`config.mk`:
```
export PLATFORM = sky130hd
export DESIGN_NAME = counter_sequencer
export DESIGN_NICKNAME = d
export VERILOG_FILES = /design/src/rtl/counter_sequencer.sv
export SDC_FILE = /design/constraint.sdc
export NUM_CORES = 1
export LEC_CHECK = 0
export ABC_AREA = 1
export CORE_ASPECT_RATIO = 1.2
export CORE_UTILIZATION = 41
export DETAILED_ROUTE_END_ITERATION = 10
export PLACE_DENSITY_LB_ADDON = 0.08
export SETUP_SLACK_MARGIN = 0.02
export SYNTH_ARGS = -nofsm -noshare
export SYNTH_HDL_FRONTEND = slang
export SYNTH_SLANG_ARGS = --single-unit
```
`constraint.sdc`:
```
create_clock -name clk -period 1.2 [get_ports clk]
set_input_delay 0.12 -clock clk [delete_from_list [all_inputs] [get_ports clk]]
set_output_delay 0.12 -clock clk [all_outputs]
set_load 0.01 [all_outputs]
```
`src/rtl/counter_sequencer.sv`:
```
// Round-robin front end that shares one loadable up-counter between two requesters.
// It runs one LOAD or one INC burst at a time and never increments past all-ones.
module counter_sequencer #(
  parameter int WIDTH = 3
) (
  input  logic             clk,
  input  logic             rst,
  input  logic             req0,
  input  logic             op0,
  input  logic [WIDTH-1:0] arg0,
  input  logic             req1,
  input  logic             op1,
  input  logic [WIDTH-1:0] arg1,
  output logic             gnt0,
  output logic             gnt1,
  output logic             done,
  output logic             sat,
  output logic             busy,
  output logic             ld,
  output logic             inc,
  output logic [WIDTH-1:0] data_in,
  input  logic [WIDTH-1:0] data_out
);

  typedef enum logic [1:0] {S_IDLE, S_LOAD, S_INC, S_DONE} state_t;

  state_t           r_state;
  logic             r_rr_ptr;
  logic             r_served;
  logic             r_gnt0;
  logic             r_gnt1;
  logic             r_done;
  logic             r_sat;
  logic             r_ld;
  logic [WIDTH-1:0] r_rem;
  logic [WIDTH-1:0] r_data_in;

  logic             w_pick1;
  logic             w_op;
  logic [WIDTH-1:0] w_arg;
  logic             w_at_max;

  // Requester 1 wins when alone, or when both ask and the pointer favours it.
  assign w_pick1  = req1 && (!req0 || r_rr_ptr);
  assign w_op     = w_pick1 ? op1 : op0;
  assign w_arg    = w_pick1 ? arg1 : arg0;
  assign w_at_max = (data_out == {WIDTH{1'b1}});

  assign inc     = (r_state == S_INC) && (r_rem != '0) && !w_at_max;
  assign busy    = (r_state != S_IDLE);
  assign gnt0    = r_gnt0;
  assign gnt1    = r_gnt1;
  assign done    = r_done;
  assign sat     = r_sat;
  assign ld      = r_ld;
  assign data_in = r_data_in;

  always_ff @(posedge clk or negedge rst) begin
    if (!rst) begin
      r_state   <= S_IDLE;
      r_rr_ptr  <= 1'b0;
      r_served  <= 1'b0;
      r_gnt0    <= 1'b0;
      r_gnt1    <= 1'b0;
      r_done    <= 1'b0;
      r_sat     <= 1'b0;
      r_ld      <= 1'b0;
      r_rem     <= '0;
      r_data_in <= '0;
    end else begin
      r_gnt0    <= 1'b0;
      r_gnt1    <= 1'b0;
      r_done    <= 1'b0;
      r_sat     <= 1'b0;
      r_ld      <= 1'b0;
      r_data_in <= '0;
      case (r_state)
        S_IDLE: begin
          if (req0 || req1) begin
            r_served <= w_pick1;
            r_gnt0   <= !w_pick1;
            r_gnt1   <= w_pick1;
            r_rem    <= w_arg;
            if (!w_op) begin
              r_state   <= S_LOAD;
              r_ld      <= 1'b1;
              r_data_in <= w_arg;
            end else begin
              r_state <= S_INC;
            end
          end
        end
        S_LOAD: begin
          r_state <= S_DONE;
          r_done  <= 1'b1;
        end
        S_INC: begin
          // An increment is issued exactly in the else branch, so rem tracks it.
          if (r_rem == '0) begin
            r_state <= S_DONE;
            r_done  <= 1'b1;
          end else if (w_at_max) begin
            r_state <= S_DONE;
            r_done  <= 1'b1;
            r_sat   <= 1'b1;
          end else begin
            r_rem <= r_rem - WIDTH'(1);
          end
        end
        S_DONE: begin
          r_state  <= S_IDLE;
          r_rr_ptr <= !r_served;
        end
        default: r_state <= S_IDLE;
      endcase
    end
  end

endmodule

```
* Word-level counts from Yosys, hierarchy flattened
Cells that the tools add are included.
W data, S select, Z words.
** Cells by class
- $add $sub $neg :: 1
- Equal/unequal tests :: 8
- Multiplexer cells :: 26
- Reduce and logical (&&, ||, !) cells :: 17
** Operators by type and width (number)
- $mux W3 :: 7
- $mux W1 :: 12
- $mux W2 :: 4
- $pmux W2 S4 :: 1
- $ne A2 B2 Y1 const B :: 3
- $pmux W3 S2 :: 1
- $eq A2 B2 Y1 const B :: 2
- $logic_not A1 Y1 :: 4
- $reduce_and A2 Y1 :: 2
- $reduce_and A4 Y1 :: 1
- $reduce_bool A2 Y1 :: 2
- $eq A3 B3 Y1 const B :: 1
- $logic_and A1 B1 Y1 :: 3
- $logic_not A3 Y1 :: 1
- $ne A3 B2 Y1 const B :: 1
- $reduce_bool A3 Y1 :: 1
- $sub A3 B1 Y3 const B :: 1
- $eq A2 B1 Y1 const B :: 1
- $logic_not A2 Y1 :: 1
- $logic_or A1 B1 Y1 :: 2
- $pmux W1 S2 :: 1
** Storage, ports and cells
- Register bits :: 15
- Input port bits :: 15
- Output and inout port bits :: 10
- Word-level logic and storage cells :: 62

* Longest topological paths before layout
Gate-level depths: netlist (run 1).
- Depth in word-level cells :: 7
- Gate-level depth with buffers :: 9
- Gate-level depth less buffers :: 8

* Worst setup path after synthesis (run 1)
Ideal clock, no wire load.
- Path type :: register to register
- Start :: register r_state[0]
- End :: register r_rem[0]
- Library setup time :: 117 ps
- Arrival time :: 1153 ps
- Data required time :: 1083 ps
- Path slack :: -70 ps
- Cell stages (with the launch flop) :: 10
- Buffers on the path :: 1
- Period minus slack after synthesis :: 1270 ps
- Cells stage by stage :: dfrtp_1 > inv_1 > ha_1 > buf_4 > inv_2 > nand2_1 > o21ai_1 > nor2_2 > nand3_1 > nand2_1
** Between the ends
- Cells in the longest elaborated chain, start to end :: 3
- Elaborated cells between the ends (all ways) :: 8
- Those cells by class :: 4 x eq/ne; 1 x mux; 3 x reduce/logical
** Ends and longest elaborated chain
- from (decl) :: line 27 : state_t r_state;
- from (signal assigned) :: line 60 : r_state <= S_IDLE;
- from (signal assigned) :: line 85 : r_state <= S_LOAD;
- from (signal assigned) :: line 89 : r_state <= S_INC;
- $eq A2 B2 Y1 or $logic_not A2 Y1 (tied branches) :: line 77 : case (r_state)
- $ne A2 B2 Y1 (no source line) or $reduce_bool A2 Y1 (tied branches)
- $reduce_and A4 Y1 (no source line)
- to (signal assigned) :: line 83 : r_rem <= w_arg;
- to (signal assigned) :: line 107 : r_rem <= r_rem - WIDTH'(1);
- to (decl) :: line 35 : logic [WIDTH-1:0] r_rem;
Several ways; a longest one is shown, not always the timed one.
A chain may end at the register's enable or synchronous reset.

* Final worst setup path (run 1)
- Start :: register r_state[1]
- End :: register r_rem[1]
The elaborated chain is that of the path after synthesis.

==> reports/metrics.csv, run 1 <==
metric,value,unit
Period minus WS final,1360,ps
site row count,17,
WL per Instance,12.8,um
ANT nets after route,0,
top post-synthesis cells by count,"nand2_1, dfrtp_1, nand3_1, inv_1, ha_1",
DR pass1 iterations,4,
CTS max path bufs,2,
RSZ-0062 raised after global routing,yes,
first-pass GRT wire length,3.66,mm
Syn Std Cell Area,862,um2
core area,1910,um2
vias in the first global route,865,
antenna cells,0,
Post-Route Skew,1.83,ps
Via Count,876,
normalized max-slew margin,84.5,%
fraction of registers with async set or reset after synthesis,100,%
top-count cell post-synth,nand2_1,
simple logic cell fraction of the synthesized area,31.6,%
Most used DFF post-synth,dfrtp_1,
total power,3.54,mW
initial antenna violation count,0,
combinational share of power,69.7,%
Finished Layout Cells,175,
Final Max Slew Viols,0,
Net Sw Frac,41.3,%
largest net degree at the start of global routing,16,
Place WS,-274,ps
Power Density,2430,nW/um2
P&R area growth vs syn,68.9,%
syn_nets,126,
CP Capture Type,flip-flop,
GR Util All Layers,22.3,%
failing checks,negative setup slack,
Synth top area share,43.5,%
"Period Utilization, post-route",113,%
YS warnings,0,
GR Overflow Total,0,
Final setup viols,10,
post-synthesis sequential area ratio,43.5,%
starting density of the core,45.0,%
clock share of power,8.5,%
Critical Setup Path Class,reg2reg,
largest cells by area after synthesis,"dfrtp_1, nand2_1, ha_1, nand3_1, inv_1",
WP data required,1380,ps
largest family of logic cells by synthesized area,simple AND/OR/NAND/NOR gates,
Routability Congestion,0.799,
DRC errors left,0,
xor and xnor area share after synthesis,1.02,%
crit-path max cell delay,410,ps
Reg power frac,21.8,%
Initial DRC Count,14,
adder-cell share of the synthesized area,10.2,%
Die X,43.9,um
final hold slack,138,ps
compound-cell area share of the yosys netlist,6.24,%
fill count,155,
IO Count,25,
post-synth cell types,19,
die footprint,2290,um2
"Top cell by count, worst path",nand2_1,
root buffer cell,clkbuf_4,
IO buf count,24,
Int Power,2.08,mW
clock slew at reported path FFs,90,ps
mux contribution to synthesized area,0,%
TritonCTS clock tree,yes,
Max VDD drop,1.58,mV
routed wire length,2.24,mm
detailed placement HPWL,1.52,mm
share of layout cells above drive strength 1,42.9,%
total of max-cap violations,0,
crit start category,flip-flop,
CTS Sinks,15,
outcome,"finished, violations left",
Yosys reg bits,15,
Inserted Clock Buffers,3,
DP Cell Count,164,
Post-synth EDFFs,0,
crit-path cells,buf_6 -> ha_4 -> buf_6 -> nand2_1 -> nand3_1 -> nand2_1 -> nand2_1,
"slowest stage cell, crit path",dfrtp_1,
CP max FO,5,
Synth area leader,dfrtp_1,
Pleak,0.757,nW
H-tree depth,1,
Synth Instances,104,
fin worst setup slack,-160,ps
chip height,52.2,um
worst slew pin tran,232,ps
clk_lat worst skew,290,ps
final hold vios,0,
Avg Inst Size Synth,8.29,um2
type of the worst min-delay path,in2async,
fmax,0.735,GHz
Vias/cell,5.01,
worst endpoint data arrival time,1550,ps
Final Net Count,179,
Switch Pwr,1.47,mW
[worst paths after layout]
path / to / startpoint / slack [ps] / depth (start not counted)
setup reg to reg: r_rem[1]$_DFFE_PN0P_ / r_state[1]$_DFFE_PN0P_ / -160 / 7
hold reg to reg: r_rr_ptr$_DFFE_PN0N_ / r_served$_DFFE_PN0P_ / 460 / 1
setup / recovery: r_rem[1]$_DFFE_PN0P_ / r_state[1]$_DFFE_PN0P_ / -160 / 7
max in group asynchronous: gnt0$_DFF_PN0_ / rst / 890 / 2
min in group clk: data_in[1]$_DFF_PN0_ / arg0[1] / 410 / 3
hold / removal: data_in[0]$_DFF_PN0_ / rst / 140 / 2
[layout by cell type (no fill, tap or decap), drive strengths merged]
cell / Yosys / final
ha: 7 / 7
dfrtp: 15 / 15
buf: 1 / 27
nand3: 15 / 15
nand2: 33 / 33
xnor2: 1 / 1
a21boi: 1 / 1
nor2: 8 / 8
a21oi: 4 / 4
nand4: 1 / 1
inv: 15 / 15
clkdlybuf4s50: 0 / 14
o21ai: 3 / 3
dlygate4sd2: 0 / 8
clkbuf: 0 / 4
[flip-flops by register name, indices dropped and copies added (netlist names)]
name and count:
gnt1 1, ld 1, sat 1, data_in 3
r_state 2, gnt0 1, r_rr_ptr 1, r_served 1
done 1, r_rem 3
[cell families (layout without fill, tap and decap cells)]
logic type,count (synthesis),after routing
simple gates,57,57
buf+inv,16,68
flops,15,15
compound gates,8,8
fa+ha+maj,7,7
xor+xnor,1,1
[stage by stage]
step / instance area [um2] / util [%] / TNS (ps)
3_3_place_gp: 1290 / 67.3 / -1230
5_1_grt: 1460 / 76.1 / -1650
3_5_place_dp: 1290 / 67.3 / -1640
2_1_floorplan: 900 / - / 0
4_1_cts: 1430 / 74.7 / -707
6_report: 1460 / 76.1 / -994
[what timing repair did]
item,CTS,global route
pin swaps,13,4
gates resized for setup,39,9
setup buffers,6,1
hold buffers,0,0
setup endpoints to repair,22,15
[critical path: cells and delay by family, from the launching register on]
kind / cells / cell delay [ps]
DFF: 1 / 410
and+or+nand+nor: 4 / 410
buffers and inverters: 2 / 260
adders and majority gates: 1 / 160
[power groups by stage]
stage | combinational [mW] | clock (mW) | sequential (mW)
3_5_place_dp | 1.82 | 0 | 0.790
4_1_cts | 2.30 | 0.299 | 0.769
2_1_floorplan | 1.02 | 0 | 0.824
3_3_place_gp | 1.79 | 0 | 0.781
5_1_grt | 2.69 | 0.319 | 0.792
6_report | 2.47 | 0.301 | 0.773
[area by class of cell]
| cell class | instances | area (um2) | area share, % |
|---|---|---|---|
| repair buffers | 49 | 437 | 30.0 |
| flip-flops and latches | 15 | 375 | 25.8 |
| well taps | 19 | 23.8 | 1.63 |
| multi-input cells | 73 | 531 | 36.4 |
| inverters | 15 | 63.8 | 4.38 |
| clock buffers | 4 | 26.3 | 1.80 |
[routing by layer]
metal	part of all wire, %	track usage [%]	vias to the layer above	wire, um
met5	0	0	-	0
met4	1.7	9.09	0	38
met3	2.2	2.07	5	50
met2	58	44.0	16	1300
met1	38	23.4	423	851
li1	-	-	432	-
Note: power is estimated with default switching activity, not from simulation.
==> run 2: changes to the inputs <==
--- a/config.mk
+++ b/config.mk
@@ -6,8 +6,10 @@
 export NUM_CORES = 1
 export LEC_CHECK = 0
 export ABC_AREA = 1
+export CELL_PAD_IN_SITES_DETAIL_PLACEMENT = 0
+export CELL_PAD_IN_SITES_GLOBAL_PLACEMENT = 2
 export CORE_ASPECT_RATIO = 1.2
-export CORE_UTILIZATION = 41
+export CORE_UTILIZATION = 23
 export DETAILED_ROUTE_END_ITERATION = 10
 export PLACE_DENSITY_LB_ADDON = 0.08
 export SETUP_SLACK_MARGIN = 0.02
==> run 2 against run 1 <==
Compared with the run above: the flow finishes with violations (design-rule violations, negative setup slack); routed wire length is 0.49% higher; via count is 4.2% lower; power is 4.0% higher; clock power is 44% higher; flip-flop and latch count stayed put; critical path depth is 1 higher; cell area is 5.6% higher; sequential share of layout area is 1.4 points lower; critical endpoint is now data_in[1]$_DFF_PN0_; highest routed layer unchanged.
==> reports/metrics.csv, run 2 (synthesis gave the netlist of run 1 again) <==
metric,value,unit
Net Sw Frac,39.3,%
Max VDD drop,1.07,mV
WP data required,1390,ps
first-pass GRT wire length,3.81,mm
Via Count,839,
Final Max Slew Viols,0,
DR pass1 iterations,6,
ANT nets after route,0,
H-tree depth,1,
hold-fix buffer count after cts,0,
root buffer cell,clkbuf_8,
crit path from,r_state[1]$_DFFE_PN0P_,
RSZ-0062 raised after global routing,yes,
CTS Sinks,15,
Reg power frac,21.0,%
Vias/cell,4.22,
Worst Setup EP,data_in[1]$_DFF_PN0_,
IO buf count,24,
type of the worst min-delay path,in2async,
worst endpoint data arrival time,1520,ps
normalized max-slew margin,78.2,%
crit start category,flip-flop,
CTS max path bufs,2,
IO Count,25,
antenna cells,0,
Period minus WS final,1330,ps
Switch Pwr,1.45,mW
"Period Utilization, post-route",111,%
die footprint,4000,um2
worst reg2reg setup slack,-130,ps
fill count,371,
detailed placement HPWL,1.69,mm
"commonest non-fill, non-tap cell in the layout",nand2_1,
fin worst setup slack,-132,ps
starting density of the core,23.9,%
Final setup viols,14,
Final Net Count,183,
Inserted Clock Buffers,3,
combinational share of power,67.2,%
CP Capture Type,flip-flop,
P&R area growth vs syn,78.4,%
clk_lat worst skew,250,ps
Sum Neg Setup Slack,-1350,ps
final hold vios,0,
R2R depth,8,
routed wire length,2.25,mm
share of layout cells above drive strength 1,43.1,%
GR Overflow Total,0,
outcome,"finished, violations left",
clock share of power,11.8,%
Routability Congestion,0.711,
worst slew pin tran,326,ps
Power Density,2400,nW/um2
initial antenna violation count,0,
post-layout util,42.7,%
core area,3600,um2
WL per Instance,11.3,um
Int Power,2.24,mW
total of max-cap violations,0,
Worst R2R End,data_in[1]$_DFF_PN0_,
vias in the first global route,882,
Critical Setup Path Class,reg2reg,
largest net degree at the start of global routing,16,
DRC errors left,1,
Pleak,0.797,nW
CP max FO,4,
chip height,69.1,um
Initial DRC Count,6,
"commonest non-fill, non-tap cells in the layout","nand2_1, buf_4, dfrtp_1, clkdlybuf4s50_1, nand3_1",
Die X,57.9,um
TritonCTS clock tree,yes,
clock slew at reported path FFs,70,ps
failing checks,"design-rule violations, negative setup slack",
site row count,24,
Post-Route Skew,1.33,ps
fmax,0.751,GHz
GR Util All Layers,12.6,%
r2r startpoint,r_state[1]$_DFFE_PN0P_,
[run 2: cell count changes in the layout (fill, tap and decap cells not counted), moves of 2 or more]
cell,delta
inv_1,+2
clkbuf_8,+3
clkbuf_4,-3
buf_6,+3
inv_2,-3
[run 2: through the flow]
step	instances	power [mW]	setup WS [ps]	hold slack [ps]	cell area (um2)
floorplan	104	1.85	10.2	-176	900
global placement	187	2.68	-256	428	1340
detailed placement	187	2.68	-260	433	1340
CTS	195	3.52	-124	194	1480
global route	199	4.03	-235	222	1540
finish	199	3.68	-132	192	1540
[run 2: power groups by stage]
| stage | Sequential [mW] | Clock [mW] | Combinational [mW] |
|---|---|---|---|
| detailed placement | 0.789 | 0 | 1.89 |
| global placement | 0.786 | 0 | 1.89 |
| finish | 0.774 | 0.434 | 2.48 |
| floorplan | 0.824 | 0 | 1.02 |
| global route | 0.796 | 0.478 | 2.75 |
| CTS | 0.771 | 0.457 | 2.29 |
[run 2: worst min-delay path by stage]
stage               slack (ps)              endpoint
floorplan                 -180  data_in[0]$_DFF_PN0_
global placement           430  r_rr_ptr$_DFFE_PN0N_
detailed placement         430  r_rr_ptr$_DFFE_PN0N_
CTS                        190  data_in[2]$_DFF_PN0_
global route               220  data_in[2]$_DFF_PN0_
finish                     190  data_in[2]$_DFF_PN0_
[run 2: repair_timing]
action,4_1_cts,5_1_grt
buffers inserted,4,5
resized for setup,41,9
pin swaps,13,5
endpoints found under the hold margin,0,0
setup endpoints to repair,22,14
[run 2: layout make-up]
type	instances	area (um2)	area share (%)
inverter	15	66.3	4.31
multi-input combinational	73	523	34.0
tap	39	48.8	3.17
sequential	15	375	24.4
clock inverter	1	5.00	0.325
timing repair buffer	53	478	31.1
clock buffer	3	41.3	2.69
[run 2: per-layer routing]
layer / wire (um) / GRT usage [%] / share of wire, % / up-vias
met3: 45 / 1.88 / 2.0 / 5
met2: 1230 / 23.1 / 54 / 12
li1: - / - / - / 439
met5: 0 / 0 / 0 / -
met1: 929 / 13.9 / 41 / 383
met4: 48 / 5.56 / 2.1 / 0
[run 2: worst max-delay path, cell delays in order, from the launching register on]
cell and delay (ps):
dfrtp_1 410, buf_6 130, inv_4 50, ha_4 130
inv_4 40, buf_6 120, nor2_4 140, nand3_4 130
a21oi_2 110
